--- src/rtl/access_pkg.sv ---
// Shared types, widths and key helper for the access controller.
package access_pkg;

   typedef enum logic [1:0] {
      ST_ENTRY   = 2'b00,
      ST_OK      = 2'b01,
      ST_LOCKED  = 2'b10,
      ST_ILLEGAL = 2'b11
   } state_t;

   localparam int KEY_MAX_W = 256;

   function automatic int width_of(input int n);
      return (n <= 2) ? 1 : $clog2(n);
   endfunction

   function automatic int fail_w(input int max_fails);
      return width_of(max_fails + 1);
   endfunction

   function automatic int idx_w(input int num_digits);
      return width_of(num_digits);
   endfunction

   function automatic int timer_w(input int lock_c, input int idle_c);
      return width_of((lock_c > idle_c) ? lock_c : idle_c);
   endfunction

   localparam int DEF_FAIL_W  = fail_w(3);
   localparam int DEF_IDX_W   = idx_w(4);
   localparam int DEF_TIMER_W = timer_w(50_000_000, 0);

   // First digit lives in the most significant slice of the key.
   function automatic logic [31:0] key_digit(
      input logic [KEY_MAX_W-1:0] key,
      input int                   dw,
      input int                   nd,
      input int                   idx
   );
      logic [31:0] mask;
      mask = (32'h1 << dw) - 32'h1;
      return 32'(key >> ((nd - 1 - idx) * dw)) & mask;
   endfunction

endpackage

--- src/rtl/access_timer.sv ---
// Loadable down-counter, shared by lockout and idle timeout.
module access_timer #(
   parameter int W = 8
) (
   input  logic         CLK,
   input  logic         RST,
   input  logic         load,
   input  logic [W-1:0] load_val,
   input  logic         en,
   output logic         zero
);

   logic [W-1:0] count;

   always_ff @(posedge CLK) begin
      if (!RST) begin
         count <= '0;
      end else if (load) begin
         count <= load_val;
      end else if (en && count != '0) begin
         count <= count - W'(1);
      end
   end

   assign zero = (count == '0);

endmodule

--- src/rtl/access_lock.sv ---
// Password entry, access gating of player load strobes and timed lockout.
module access_lock
   import access_pkg::*;
#(
   parameter int DIGIT_W     = 4,
   parameter int NUM_DIGITS  = 4,
   parameter logic [NUM_DIGITS*DIGIT_W-1:0] KEY = 16'h3153,
   parameter int NUM_CH      = 2,
   parameter int MAX_FAILS   = 3,
   parameter int LOCK_CYCLES = 50_000_000,
   parameter int IDLE_CYCLES = 0
) (
   input  logic                          CLK,
   input  logic                          RST,
   input  logic [DIGIT_W-1:0]            pword,
   input  logic                          pword_enter,
   input  logic [NUM_CH-1:0]             load_in,
   output logic [NUM_CH-1:0]             load_out,
   output logic                          pass_red,
   output logic                          pass_green,
   output logic                          locked,
   output logic [fail_w(MAX_FAILS)-1:0]  fail_count,
   output logic [1:0]                    currentstate
);

   localparam int IDX_W  = idx_w(NUM_DIGITS);
   localparam int TW     = timer_w(LOCK_CYCLES, IDLE_CYCLES);
   localparam int FAIL_W = fail_w(MAX_FAILS);
   localparam bit IDLE_EN = (IDLE_CYCLES > 0);

   localparam logic [KEY_MAX_W-1:0] KEY_EXT = KEY_MAX_W'(KEY);
   localparam logic [IDX_W-1:0] LAST_IDX = IDX_W'(NUM_DIGITS - 1);
   localparam logic [TW-1:0] LOCK_RL = TW'(LOCK_CYCLES - 1);
   localparam logic [TW-1:0] IDLE_RL =
      TW'(IDLE_EN ? IDLE_CYCLES - 1 : 0);

   state_t              state, state_n;
   logic [IDX_W-1:0]    idx, idx_n;
   logic                mis, mis_n;
   logic [FAIL_W-1:0]   fail_n;
   logic [NUM_CH-1:0]   load_n;
   logic                t_load, t_en, t_zero;
   logic [TW-1:0]       t_val;
   logic [31:0]         key_dig;
   logic                cur_mis;

   assign key_dig = key_digit(KEY_EXT, DIGIT_W, NUM_DIGITS, int'(idx));
   assign cur_mis = (32'(pword) != key_dig);

   access_timer #(.W(TW)) u_timer (
      .CLK      (CLK),
      .RST      (RST),
      .load     (t_load),
      .load_val (t_val),
      .en       (t_en),
      .zero     (t_zero)
   );

   always_ff @(posedge CLK) begin
      if (!RST) begin
         state      <= ST_ENTRY;
         idx        <= '0;
         mis        <= 1'b0;
         fail_count <= '0;
         load_out   <= '0;
      end else begin
         state      <= state_n;
         idx        <= idx_n;
         mis        <= mis_n;
         fail_count <= fail_n;
         load_out   <= load_n;
      end
   end

   always_comb begin
      state_n = state;
      idx_n   = idx;
      mis_n   = mis;
      fail_n  = fail_count;
      t_load  = 1'b0;
      t_val   = '0;
      t_en    = 1'b0;
      unique case (state)
         ST_ENTRY: begin
            if (pword_enter) begin
               if (idx == LAST_IDX) begin
                  idx_n = '0;
                  mis_n = 1'b0;
                  if (!(mis || cur_mis)) begin
                     state_n = ST_OK;
                     fail_n  = '0;
                     t_load  = 1'b1;
                     t_val   = IDLE_RL;
                  end else if (int'(fail_count) + 1 < MAX_FAILS) begin
                     fail_n = fail_count + FAIL_W'(1);
                  end else begin
                     state_n = ST_LOCKED;
                     fail_n  = FAIL_W'(MAX_FAILS);
                     t_load  = 1'b1;
                     t_val   = LOCK_RL;
                  end
               end else begin
                  idx_n = idx + IDX_W'(1);
                  mis_n = mis || cur_mis;
               end
            end
         end
         ST_OK: begin
            // Enter and timeout together still give one logout.
            if (pword_enter) begin
               state_n = ST_ENTRY;
            end else if (IDLE_EN) begin
               if (|load_in) begin
                  t_load = 1'b1;
                  t_val  = IDLE_RL;
               end else if (t_zero) begin
                  state_n = ST_ENTRY;
               end else begin
                  t_en = 1'b1;
               end
            end
         end
         ST_LOCKED: begin
            if (t_zero) begin
               state_n = ST_ENTRY;
               fail_n  = '0;
            end else begin
               t_en = 1'b1;
            end
         end
         default: begin
            state_n = ST_ENTRY;
            idx_n   = '0;
            mis_n   = 1'b0;
            fail_n  = '0;
         end
      endcase
   end

   always_comb begin
      pass_red     = (state != ST_OK);
      pass_green   = (state == ST_OK);
      locked       = (state == ST_LOCKED);
      currentstate = state;
      load_n       = '0;
      if (state == ST_OK && state_n == ST_OK) begin
         load_n = load_in;
      end
   end

endmodule

--- config.mk ---
export PLATFORM = sky130hd
export DESIGN_NAME = access_lock
export DESIGN_NICKNAME = d
export VERILOG_FILES = /design/src/rtl/access_pkg.sv /design/src/rtl/access_timer.sv /design/src/rtl/access_lock.sv
export SDC_FILE = /design/constraint.sdc
export NUM_CORES = 1
export LEC_CHECK = 0
export CORE_MARGIN = 4
export CORE_UTILIZATION = 55
export DETAILED_ROUTE_END_ITERATION = 16
export MAX_ROUTING_LAYER = met4
export PLACE_DENSITY = 0.77
export SLEW_MARGIN = 20
export SYNTH_ARGS = -nofsm -noshare
export SYNTH_HDL_FRONTEND = slang
export SYNTH_SLANG_ARGS = --single-unit
--- constraint.sdc ---
create_clock -name CLK -period 2.7 [get_ports CLK]
set_input_delay 0.54 -clock CLK [delete_from_list [all_inputs] [get_ports CLK]]
set_output_delay 0.54 -clock CLK [all_outputs]
set_load 0.005 [all_outputs]
==> metrics.yaml <==
outcome: "finished clean"
io_buffer_count: 17
dp_hpwl_um: 3890
peakVddDrop_uv: 313
gp_congestion: 0.834
wl_per_cell_um: 16.5
p_total_uw: 976
drive_gt1_share_pct: 16.0
grt_max_degree: 35
cpPeakStageDelay_ps: 520
worstHoldPathType: "flip-flop to flip-flop"
power_frac_comb_pct: 8.1
synthCells: 262
synthAdderAreaFrac_pct: 4.49
synthSimpleGateAreaFrac_pct: 24.6
synth_edf_count: 0
power_density_nw_per_um2: 383
reg2reg_from: "idx[0]$_SDFFE_PN0P_"
arrival_ps: 2640
tightest_slew_ps: 754
yosysTopAreaCell: "dfxtp_1"
first_pass_iters: 5
diodes: 0
min_period_over_period_pct: 90.8
reg2reg_to: "u_timer.count[4]$_SDFFE_PN0P_"
nNetsFinal: 298
final_util_pct: 67.1
cts_inserted_buffers: 5
vias: 2184
start_util_pct: 58.7
ys_warn_count: 0
max_freq_mhz: 408
grt_pass1_wl_um: 9110
swShare_pct: 24.7
routed_wl_um: 5440
worst-setup-path-type: "flip-flop to flip-flop"
ys_types: 54
coreArea_um2: 3800
ys.flop_type: "dfxtp_1"
critPathSlowestCell: "nor2_1"
p_switching_uw: 241
muxShareOfSynthArea_pct: 0.897
synth_compound_area_share_pct: 30.7
overflow: 0
crit_chain: "inv_1 > ha_1 > xor2_1 > nor4_4 > nor2_1 > buf_4 > a21oi_1 > o221a_2"
min_period_ps: 2450
whs_path_depth: 2
start_kind: "flip-flop"
track_usage_pct: 22.8
post_cts_buffers: 0
drc: 0
mappedNetlistNets: 279
die_y_um: 71.7
synth_area_per_cell_um2: 8.51
cts-root-buf: "clkbuf_8"
clk_pin_slew_ps: 70
detail_route.iter0.violations: 259
setup_viol: 0
synth.top_cell.area_share_pct: 31.4
maxSlewHeadroom_pct: 49.6
r2r_slack_ps: 250
rsz0062_at_grt: "false"
clock_path_buffers: 2
synth_area_leaders: "dfxtp_1 31%, o221a_2 6.6%, a21oi_1 4.5%"
synth_top_family_by_area: "compound AO/OA/AOI/OAI gates"
rr_worst_depth: 8
fin_skew_ps: 9.05
final-hold-violation-count: 0
cts_sinks: 35
die_width_um: 71.7
antenna_found_initial: 0
fill_cells: 317
yosys-top-cells-count: "35 x dfxtp_1, 25 x nand2_1, 20 x a21oi_1, 20 x nor2_1"
endpoint_kind: "flip-flop"
syn_area_um2: 2230
seqPwrFrac_pct: 53.6
hold_buffers: 0
dieArea_um2: 5140
crit_fanout: 17
cts_resized: 0
synth_seq_area_share_pct: 31.4
cts_tree: "built"
fin_hold_ws_ps: 502
htreeDepth: 2
holdPathEnd: "u_timer.count[13]$_SDFFE_PN0P_"
io_pins: 18
worstHoldStart: "u_timer.count[13]$_SDFFE_PN0P_"
drv_slew: 0
worstPathRequired_ps: 2890
clockPowerShare_pct: 38.3
p_int_uw: 735
routed_via_density: 6.62
p_leak_nw: 1.04
synth_xor_area_share_pct: 1.57
ant_nets: 0
fp-row-count: 22
synth.most_common_cell: "dfxtp_1"
async_flop_share_pct: 0
maxCapViolCount: 0
clkLatencyLatePin_ps: 300
ys_ff_latch: 35
syn2layout_area_growth_pct: 14.2
grt_pass1_vias: 1888
cell type report:
| type | count | area (µm²) | area share, % |
|---|---|---|---|
| clock buffer | 7 | 76.3 | 3.00 |
| clock inverter | 1 | 5.00 | 0.196 |
| inverter | 14 | 52.6 | 2.06 |
| multi-input combinational | 197 | 1390 | 54.5 |
| sequential | 35 | 701 | 27.5 |
| tap | 48 | 60.1 | 2.36 |
| timing repair buffer | 28 | 265 | 10.4 |
logic make-up (layout without fill, tap and decap cells):
group                    count (synthesis)  count (layout)
AND/OR/NAND/NOR                        100             100
AO/OA/AOI/OAI                           83              83
flip-flops                              35              35
buffers and inverters                   30              50
adder cells (fa/ha/maj)                  8               8
XOR/XNOR                                 4               4
multiplexers                             2               2
routing by layer:
metal	track usage, %	part of all wire [%]
met5	-	0
met2	32.4	45
met4	4.38	1.1
met1	32.5	46
met3	5.89	7.3
power by group through the flow:
| stage | registers, mW | clock network [mW] | logic, mW |
|---|---|---|---|
| floorplan | 0.534 | 0 | 0.0490 |
| global route | 0.524 | 0.406 | 0.0855 |
| global placement | 0.535 | 0 | 0.0757 |
| detailed placement | 0.535 | 0 | 0.0776 |
| finish | 0.523 | 0.374 | 0.0786 |
| CTS | 0.523 | 0.382 | 0.0779 |
metrics by stage:
| step | cell area [µm²] | setup slack, ps | setup TNS (ps) | cells |
|---|---|---|---|---|
| after global routing | 2550 | 70.6 | 0 | 330 |
| after floorplan | 2230 | 585 | 0 | 262 |
| after CTS | 2550 | 248 | 0 | 330 |
| after detailed placement | 2470 | -42.5 | -99.0 | 322 |
| after global placement | 2470 | 43.3 | 0 | 322 |
| final | 2550 | 249 | 0 | 330 |
how the worst max path moves through the flow:
| stage | startpoint | to | slack, ps |
|---|---|---|---|
| floorplan | currentstate[0]$_SDFF_PN0_ | u_timer.count[15]$_SDFFE_PN0P_ | 580 |
| global placement | pword[1] | u_timer.count[3]$_SDFFE_PN0P_ | 40 |
| detailed placement | pword[1] | u_timer.count[4]$_SDFFE_PN0P_ | -40 |
| CTS | idx[0]$_SDFFE_PN0P_ | u_timer.count[4]$_SDFFE_PN0P_ | 250 |
| global route | idx[0]$_SDFFE_PN0P_ | u_timer.count[4]$_SDFFE_PN0P_ | 70 |
| finish | idx[0]$_SDFFE_PN0P_ | u_timer.count[4]$_SDFFE_PN0P_ | 250 |
worst max-delay path: cells and delay by family, from the launching register on:
family	cells	cell delay [ps]
compound gates	2	370
flops	1	330
buf+inv	2	400
fa+ha+maj	1	350
xor+xnor	1	290
simple gates	2	600
placed cells by master (no fill, tap or decap), types with 4 or more instances in the layout:
cell	Yosys	routed
a31oi_1	7	7
nand2_1	25	25
ha_1	8	8
nand4_1	9	9
nor4_1	5	5
a21oi_1	20	20
clkbuf_8	1	5
clkdlybuf4s50_1	0	17
o2111ai_1	7	7
buf_4	2	10
nor2_1	20	20
nand3_1	12	12
dfxtp_1	35	35
a22oi_1	4	4
inv_1	13	13
a2111o_1	8	8
or2_2	4	4
o221a_2	13	13
nor3_1	7	7
flip-flops by register name, summed over array words and instances (netlist names):
| name | cells |
|---|---|
| idx | 2 |
| fail_count | 2 |
| u_timer.count | 26 |
| load_out | 2 |
| mis | 1 |
| currentstate | 2 |
Note: power is estimated with default switching activity, not from simulation.
